===== config.mk =====
export PLATFORM = sky130hd
export DESIGN_NAME = rptr_level_handler
export DESIGN_NICKNAME = d
export VERILOG_FILES = /design/src/rtl/fifo_pkg.sv /design/src/rtl/gray2bin.sv /design/src/rtl/rptr_level_handler.sv
export SDC_FILE = /design/constraint.sdc
export NUM_CORES = 1
export LEC_CHECK = 0
export CORE_MARGIN = 3
export CORE_UTILIZATION = 47
export CTS_BUF_LIST = sky130_fd_sc_hd__clkbuf_8
export DETAILED_ROUTE_END_ITERATION = 12
export PLACE_DENSITY = 0.79
export SKIP_LAST_GASP = 1
export SYNTH_ARGS = -nofsm -noshare
export SYNTH_HDL_FRONTEND = slang
export SYNTH_SLANG_ARGS = --single-unit

===== constraint.sdc =====
create_clock -name rclk -period 3 [get_ports rclk]
set_input_delay 0.75 -clock rclk [delete_from_list [all_inputs] [get_ports rclk]]
set_output_delay 0.75 -clock rclk [all_outputs]
set_load 0.01 [all_outputs]

===== src/rtl/fifo_pkg.sv =====
// Shared FIFO pointer defaults and Gray/binary helper functions.
package fifo_pkg;

  localparam int PTR_WIDTH_DEF   = 3;
  localparam int SYNC_STAGES_DEF = 2;

  function automatic logic [31:0] bin2gray(input logic [31:0] b);
    return b ^ (b >> 1);
  endfunction

  // Prefix XOR from the MSB down; zero-extended inputs decode correctly.
  function automatic logic [31:0] gray2bin(input logic [31:0] g);
    logic [31:0] r;
    r = g;
    for (int s = 1; s < 32; s = s << 1) begin
      r = r ^ (r >> s);
    end
    return r;
  endfunction

endpackage


===== src/rtl/gray2bin.sv =====
// Combinational Gray-to-binary converter for a ptr_width+1 bit pointer.
module gray2bin
  import fifo_pkg::*;
#(
  parameter int ptr_width = PTR_WIDTH_DEF
) (
  input  logic [ptr_width:0] gray,
  output logic [ptr_width:0] bin
);

  always_comb begin
    bin = '0;
    bin[ptr_width] = gray[ptr_width];
    for (int i = ptr_width - 1; i >= 0; i--) begin
      bin[i] = bin[i+1] ^ gray[i];
    end
  end

endmodule


===== src/rtl/rptr_level_handler.sv =====
// Read-side FIFO pointer, empty/level/almost-empty logic with write-pointer sync.
// Optional sticky underflow flag enabled by defining RPTR_UNDERFLOW_EN.
module rptr_level_handler
  import fifo_pkg::*;
#(
  parameter int ptr_width   = PTR_WIDTH_DEF,
  parameter int SYNC_STAGES = SYNC_STAGES_DEF,
  parameter int AE_THRESH   = 1
) (
  input  logic               rclk,
  input  logic               rrst,
  input  logic               r_en,
  input  logic [ptr_width:0] g_wptr_async,
  output logic               empty,
  output logic [ptr_width:0] b_rptr,
  output logic [ptr_width:0] g_rptr,
  output logic [ptr_width:0] rd_level,
  output logic               almost_empty,
  output logic               underflow
);

  localparam logic [ptr_width:0] AE_LVL = (ptr_width + 1)'(AE_THRESH);

  logic [ptr_width:0] sync_q [SYNC_STAGES];
  logic [ptr_width:0] g_wptr_sync;
  logic [ptr_width:0] b_wptr_sync;
  logic [ptr_width:0] b_rptr_next;
  logic [ptr_width:0] g_rptr_next;
  logic [ptr_width:0] level_next;
  logic               rd_inc;

  always_ff @(posedge rclk) begin
    if (rrst) begin
      for (int i = 0; i < SYNC_STAGES; i++) sync_q[i] <= '0;
    end else begin
      sync_q[0] <= g_wptr_async;
      for (int i = 1; i < SYNC_STAGES; i++) sync_q[i] <= sync_q[i-1];
    end
  end

  assign g_wptr_sync = sync_q[SYNC_STAGES-1];

  gray2bin #(.ptr_width(ptr_width)) u_wptr_g2b (
    .gray (g_wptr_sync),
    .bin  (b_wptr_sync)
  );

  // A read is accepted only when r_en is high and the FIFO is not empty.
  assign rd_inc      = r_en && !empty;
  assign b_rptr_next = b_rptr + {{ptr_width{1'b0}}, rd_inc};
  assign g_rptr_next = (b_rptr_next >> 1) ^ b_rptr_next;
  assign level_next  = b_wptr_sync - b_rptr_next;

  always_ff @(posedge rclk) begin
    if (rrst) begin
      b_rptr       <= '0;
      g_rptr       <= '0;
      empty        <= 1'b1;
      rd_level     <= '0;
      almost_empty <= 1'b1;
    end else begin
      b_rptr       <= b_rptr_next;
      g_rptr       <= g_rptr_next;
      empty        <= (g_rptr_next == g_wptr_sync);
      rd_level     <= level_next;
      almost_empty <= (level_next <= AE_LVL);
    end
  end

`ifdef RPTR_UNDERFLOW_EN
  always_ff @(posedge rclk) begin
    if (rrst) begin
      underflow <= 1'b0;
    end else if (r_en && empty) begin
      underflow <= 1'b1;
    end
  end
`else
  assign underflow = 1'b0;
`endif

endmodule


---- Word-level counts from Yosys, hierarchy flattened ----
Memory sizes are Yosys's and may differ from the RTL's.
Index checks and enable logic that the tools add are counted.
storage, ports and cells
  output and inout port bits .............. 15
  logic and storage cells ................. 23
  input bits .............................. 7
  bits in writable memories ............... 8
  memories ................................ 1
  flip-flop bits (word level) ............. 14
memories
  memory  words  bits a word  rd ports  clocked after Yosys merged registers in  wr ports  line                      RTL
  sync_q  2      4            2         0                                        2         rptr_level_handler.sv:24  logic [ptr_width:0] sync_q [SYNC_STAGES];
operators by class
  order comparisons ....................... 1
  bitwise gates (word level) .............. 6
  mux-type cells .......................... 5
  equality and inequality tests ........... 1
  reduce and logical (&&, ||, !) cells .... 2
  $add $sub $neg .......................... 2
operators with widths
  kind                                                             number
  two-way mux 4 bit                                                2
  adder 4 x 1 -> 4 bit                                             1
  == test 4 bit                                                    1
  less-or-equal comparator 4 x 1 -> 1 bit (second input constant)  1
  subtractor 4 bit                                                 1
  XOR 3 x 4 -> 4 bit                                               1
  two-way mux 1 bit                                                3
  XOR 1 bit                                                        3
  OR 1 bit                                                         2
  logical AND 1 bit                                                1
  zero test 1 bit                                                  1

---- Depth between registers and ports, before layout ----
Gate-level depths: netlist of the first run.
An unclocked memory read counts as a cell.
  word-level depth ........................ 6
  gate-level depth with buffers ........... 9
  mapped depth without buffers ............ 9

---- Cells and area by module ----
From an unflattened synthesis of the first run, not the netlist that was laid out.
second synthesis, totals
  cells, all modules ...................... 90
  area total of the unflattened synthesis .. 932.1 µm²
by module, submodules not included
  module              sequential area each (µm²)  instances  cells each  area each (µm²)
  rptr_level_handler  420.4                       1          85          882.1
  gray2bin            0.0                         1          5           50.0

---- Least setup slack after synthesis of the first run ----
No wires, ideal clock.
  path type ............................... input port to flip-flop
  from .................................... input r_en
  to ...................................... register almost_empty
  arrival time ............................ 2.551 ns
  stages on the path ...................... 9
  path slack .............................. 0.333 ns
  library setup time ...................... 0.115 ns
  buffers on the path ..................... 0
  required time ........................... 2.885 ns
  path through ............................ nor2b_1 ha_1 ha_1 xnor2_1 ha_1 a21bo_2 o221ai_2 xnor2_1 a31o_1
on the way
  word-level cells in the longest chain between the ends .. 4
ends and longest elaborated chain
  item                                     line                      RTL
  from (decl)                              rptr_level_handler.sv:12  input logic r_en,
  logical AND 1 bit                        rptr_level_handler.sv:49  assign rd_inc = r_en && !empty;
  adder 4 x 1 -> 4 bit                     rptr_level_handler.sv:50  assign b_rptr_next = b_rptr + {{ptr_width{1'b0}}, rd_inc};
  subtractor 4 bit                         rptr_level_handler.sv:52  assign level_next = b_wptr_sync - b_rptr_next;
  less-or-equal comparator 4 x 1 -> 1 bit  rptr_level_handler.sv:66  almost_empty <= (level_next <= AE_LVL);
  to (signal assigned)                     rptr_level_handler.sv:66
  to (decl)                                rptr_level_handler.sv:18  output logic almost_empty,
Every way passes these cells.
A chain may end at the register's enable or synchronous reset.

---- Worst setup path after layout of the first run ----
Same ends and word-level chain as after synthesis.

==> results.toml, run 1 <==
[timing]
worst_slew_pin_slew_ns = 0.696
setup_viol = 0
timing.slew.headroom = 0.534
fmax_ghz = 0.361
hold_slack_ns = 0.442
post-route-period-util = 0.922
rsz0062_at_grt = "false"
drv_slew = 0
period_needed_ns = 2.77
final-hold-violation-count = 0
skew_ns = 0.00365

[drt]
dr_total_vias = 609
drc = 0
drt_iter0_drc = 0
drt_pass1_iterations = 1
wl_per_cell_um = 12.1
viasPerCell = 4.68
postRouteAntennaNets = 0
wl_um = 1570

[worst_hold_path]
whs_endpoint = "sync_q[0][7]"
hold_class = "reg2reg"
hold_depth = 1
min_from = "sync_q[0][3]"

[die]
die_h_um = 49.6
rows = 15
io_pins = 22
die_x_um = 49.6
core-area_um2 = 1760
start_util = 0.507
die_area_um2 = 2460

[global_route]
track_usage = 0.152
grt_max_degree = 22
grt_pass1_vias = 615
grt_overflow = 0
antenna_found_initial = 0
grt_pass1_wl_um = 2750

[clock_tree]
cts.htree.levels = 1
cts_resized = 0
post_cts.repair.setup_buffers = 0
clock_sinks = 21
cts_root_buf = "clkbuf_8"
cts_hold_buf = 0
cts_buffer_depth = 2
cts_tree = "built"
cts_buffers = 3
clk_pin_slew_ns = 0.08
clk_latency_ns = 0.26

[yosys]
yosysUniqueCellTypes = 24
yosys_warnings = 0
ys_seq_area_frac = 0.470
synth.ff_latch_count = 21
synth_nets = 95
synth.avg_cell_area_um2 = 10.8
synthCells = 83
synthesis.area_um2 = 895

[worst_setup_path]
crit_path_top_delay_cell = "clkdlybuf4s50_1"
crit_path_frequent_cell = "ha_1"
reg2reg_depth = 9
r2r_setup_slack_ns = 0.85
critical_path_buf_inv_count = 1
cp_top_family = "adder cells"
required_ns = 3.15
r2r-start = "empty"
setup.worst_path.start_class = "primary input"
crit_path_end_kind = "flip-flop"
critPathArrivalTime_ns = 2.92
crit_chain = "clkdlybuf4s50_1, nor2b_1, ha_1, ha_1, xnor2_1, ha_1, a21bo_2, o221ai_2, xnor2_1, a31o_1"
crit_fanout = 3
r2r_end = "almost_empty"
path_class = "in2reg"
max_stage_delay_ns = 0.39
crit_start = "r_en"

[finish]
n_antenna_cell = 0
nNetsFinal = 118
drive_gt1_frac = 0.133
syn_to_final_growth_pct = 30.6
design_area_um2 = 1170

[placement]
place_area_um2 = 1120
dpl.hpwl_um = 1200
portBuffers = 20
gp_congestion = 0.752

[power_and_ir_drop]
irDropWorstVdd_uv = 377
power.leakage_nw = 0.486
p_int_mw = 0.474
p_sw_mw = 0.160
power_mw = 0.635
power_frac_clock = 0.290
p_seq_frac = 0.491
power.density_nw_per_um2 = 543
swShare = 0.252
power_frac_comb = 0.219

[outcome]
status = "finished, final reports clean"

[run]
cap_violations = 0
-- metal layers --
layer / part of all wire / vias up / track usage
li1: - / 306 / -
met1: 0.39 / 272 / 0.155
met2: 0.50 / 22 / 0.264
met3: 0.059 / 9 / 0.0393
met4: 0.052 / 0 / 0.115
met5: 0 / - / 0
-- registers in the layout (all words and copies together) (netlist names) --
register      count
sync_q            8
b_rptr            4
rd_level          4
g_rptr            3
almost_empty      1
empty             1
-- cell type report --
class / instances / area [um^2]
clock buffer: 3 / 41.3
multi-input combinational: 54 / 437
tap: 25 / 31.3
inverter: 3 / 11.3
clock inverter: 1 / 5.00
fill: 154 / 596
timing repair buffer: 23 / 223
sequential: 21 / 420
-- cell usage in the layout (no fill, tap or decap) --
cell | Yosys | routed
clkdlybuf4s50_1 | 0 | 20
or2_2 | 2 | 2
dfxtp_1 | 21 | 21
nor2b_1 | 12 | 12
inv_1 | 3 | 3
buf_4 | 2 | 3
clkinv_2 | 0 | 1
conb_1 | 1 | 1
a21boi_0 | 1 | 1
xor3_4 | 1 | 1
xor2_1 | 6 | 6
o21bai_1 | 1 | 1
a31o_1 | 1 | 1
a31o_2 | 1 | 1
nand2_1 | 2 | 2
a21oi_1 | 1 | 1
xnor2_1 | 7 | 7
nand3_1 | 1 | 1
ha_1 | 5 | 5
a21bo_2 | 1 | 1
nand2b_1 | 1 | 1
clkbuf_8 | 0 | 3
o221ai_2 | 1 | 1
nor2_1 | 7 | 7
xnor3_2 | 1 | 1
mux2i_1 | 1 | 1
-- cell families after synthesis --
| logic type | synth area share |
|---|---|
| AND/OR/NAND/NOR | 0.148 |
| adder cells (fa/ha/maj) | 0.0699 |
| multiplexers | 0.0112 |
| other | 0.00419 |
| XOR/XNOR | 0.185 |
| AO/OA/AOI/OAI | 0.0699 |
| buffers and inverters | 0.0420 |
| flip-flops | 0.470 |
-- worst max-delay path by stage --
stage,endpoint,slack [ns],cells after the start
6_report,almost_empty,0.23,10
5_1_grt,almost_empty,0.14,10
4_1_cts,almost_empty,0.24,10
3_5_place_dp,almost_empty,-0.03,10
3_3_place_gp,almost_empty,0.04,10
2_1_floorplan,almost_empty,0.33,9
-- synth_stat cells --
cell	instances	area share
a21bo_2	1	0.011
xnor3_2	1	0.027
inv_1	3	0.013
nand2_1	2	0.0084
nor2b_1	12	0.084
o21bai_1	1	0.0084
mux2i_1	1	0.011
xor3_4	1	0.031
a21oi_1	1	0.0056
o221ai_2	1	0.017
conb_1	1	0.0042
xnor2_1	7	0.069
or2_2	2	0.014
nand2b_1	1	0.0070
buf_4	2	0.017
xor2_1	6	0.059
a31o_2	1	0.0098
clkbuf_1	3	0.013
a21boi_0	1	0.0084
nand3_1	1	0.0056
a31o_1	1	0.0098
dfxtp_1	21	0.47
ha_1	5	0.070
nor2_1	7	0.029
-- power groups by stage --
| stage | clock network [mW] | logic (mW) | registers, mW |
|---|---|---|---|
| 2_1_floorplan | 0 | 0.0729 | 0.326 |
| 3_3_place_gp | 0 | 0.137 | 0.316 |
| 3_5_place_dp | 0 | 0.140 | 0.318 |
| 4_1_cts | 0.186 | 0.141 | 0.312 |
| 5_1_grt | 0.201 | 0.155 | 0.314 |
| 6_report | 0.184 | 0.139 | 0.312 |
-- through the flow --
stage,utilization,worst slack [ns],setup TNS [ns],cells
2_1_floorplan,-,0.333,0,83
3_3_place_gp,0.636,0.0437,0,126
3_5_place_dp,0.636,-0.0280,-0.0280,126
4_1_cts,0.662,0.237,0,130
5_1_grt,0.662,0.138,0,130
6_report,0.662,0.233,0,130
(Power assumes the default switching activity.)
==> run 2, diff against run 1 <==
--- a/config.mk
+++ b/config.mk
@@ -14,3 +14,4 @@
 export SYNTH_ARGS = -nofsm -noshare
 export SYNTH_HDL_FRONTEND = slang
 export SYNTH_SLANG_ARGS = --single-unit
+export TNS_END_PERCENT = 20
==> results of run 2 <==
The final DEF is identical to that of run 1; final timing and power are the same.
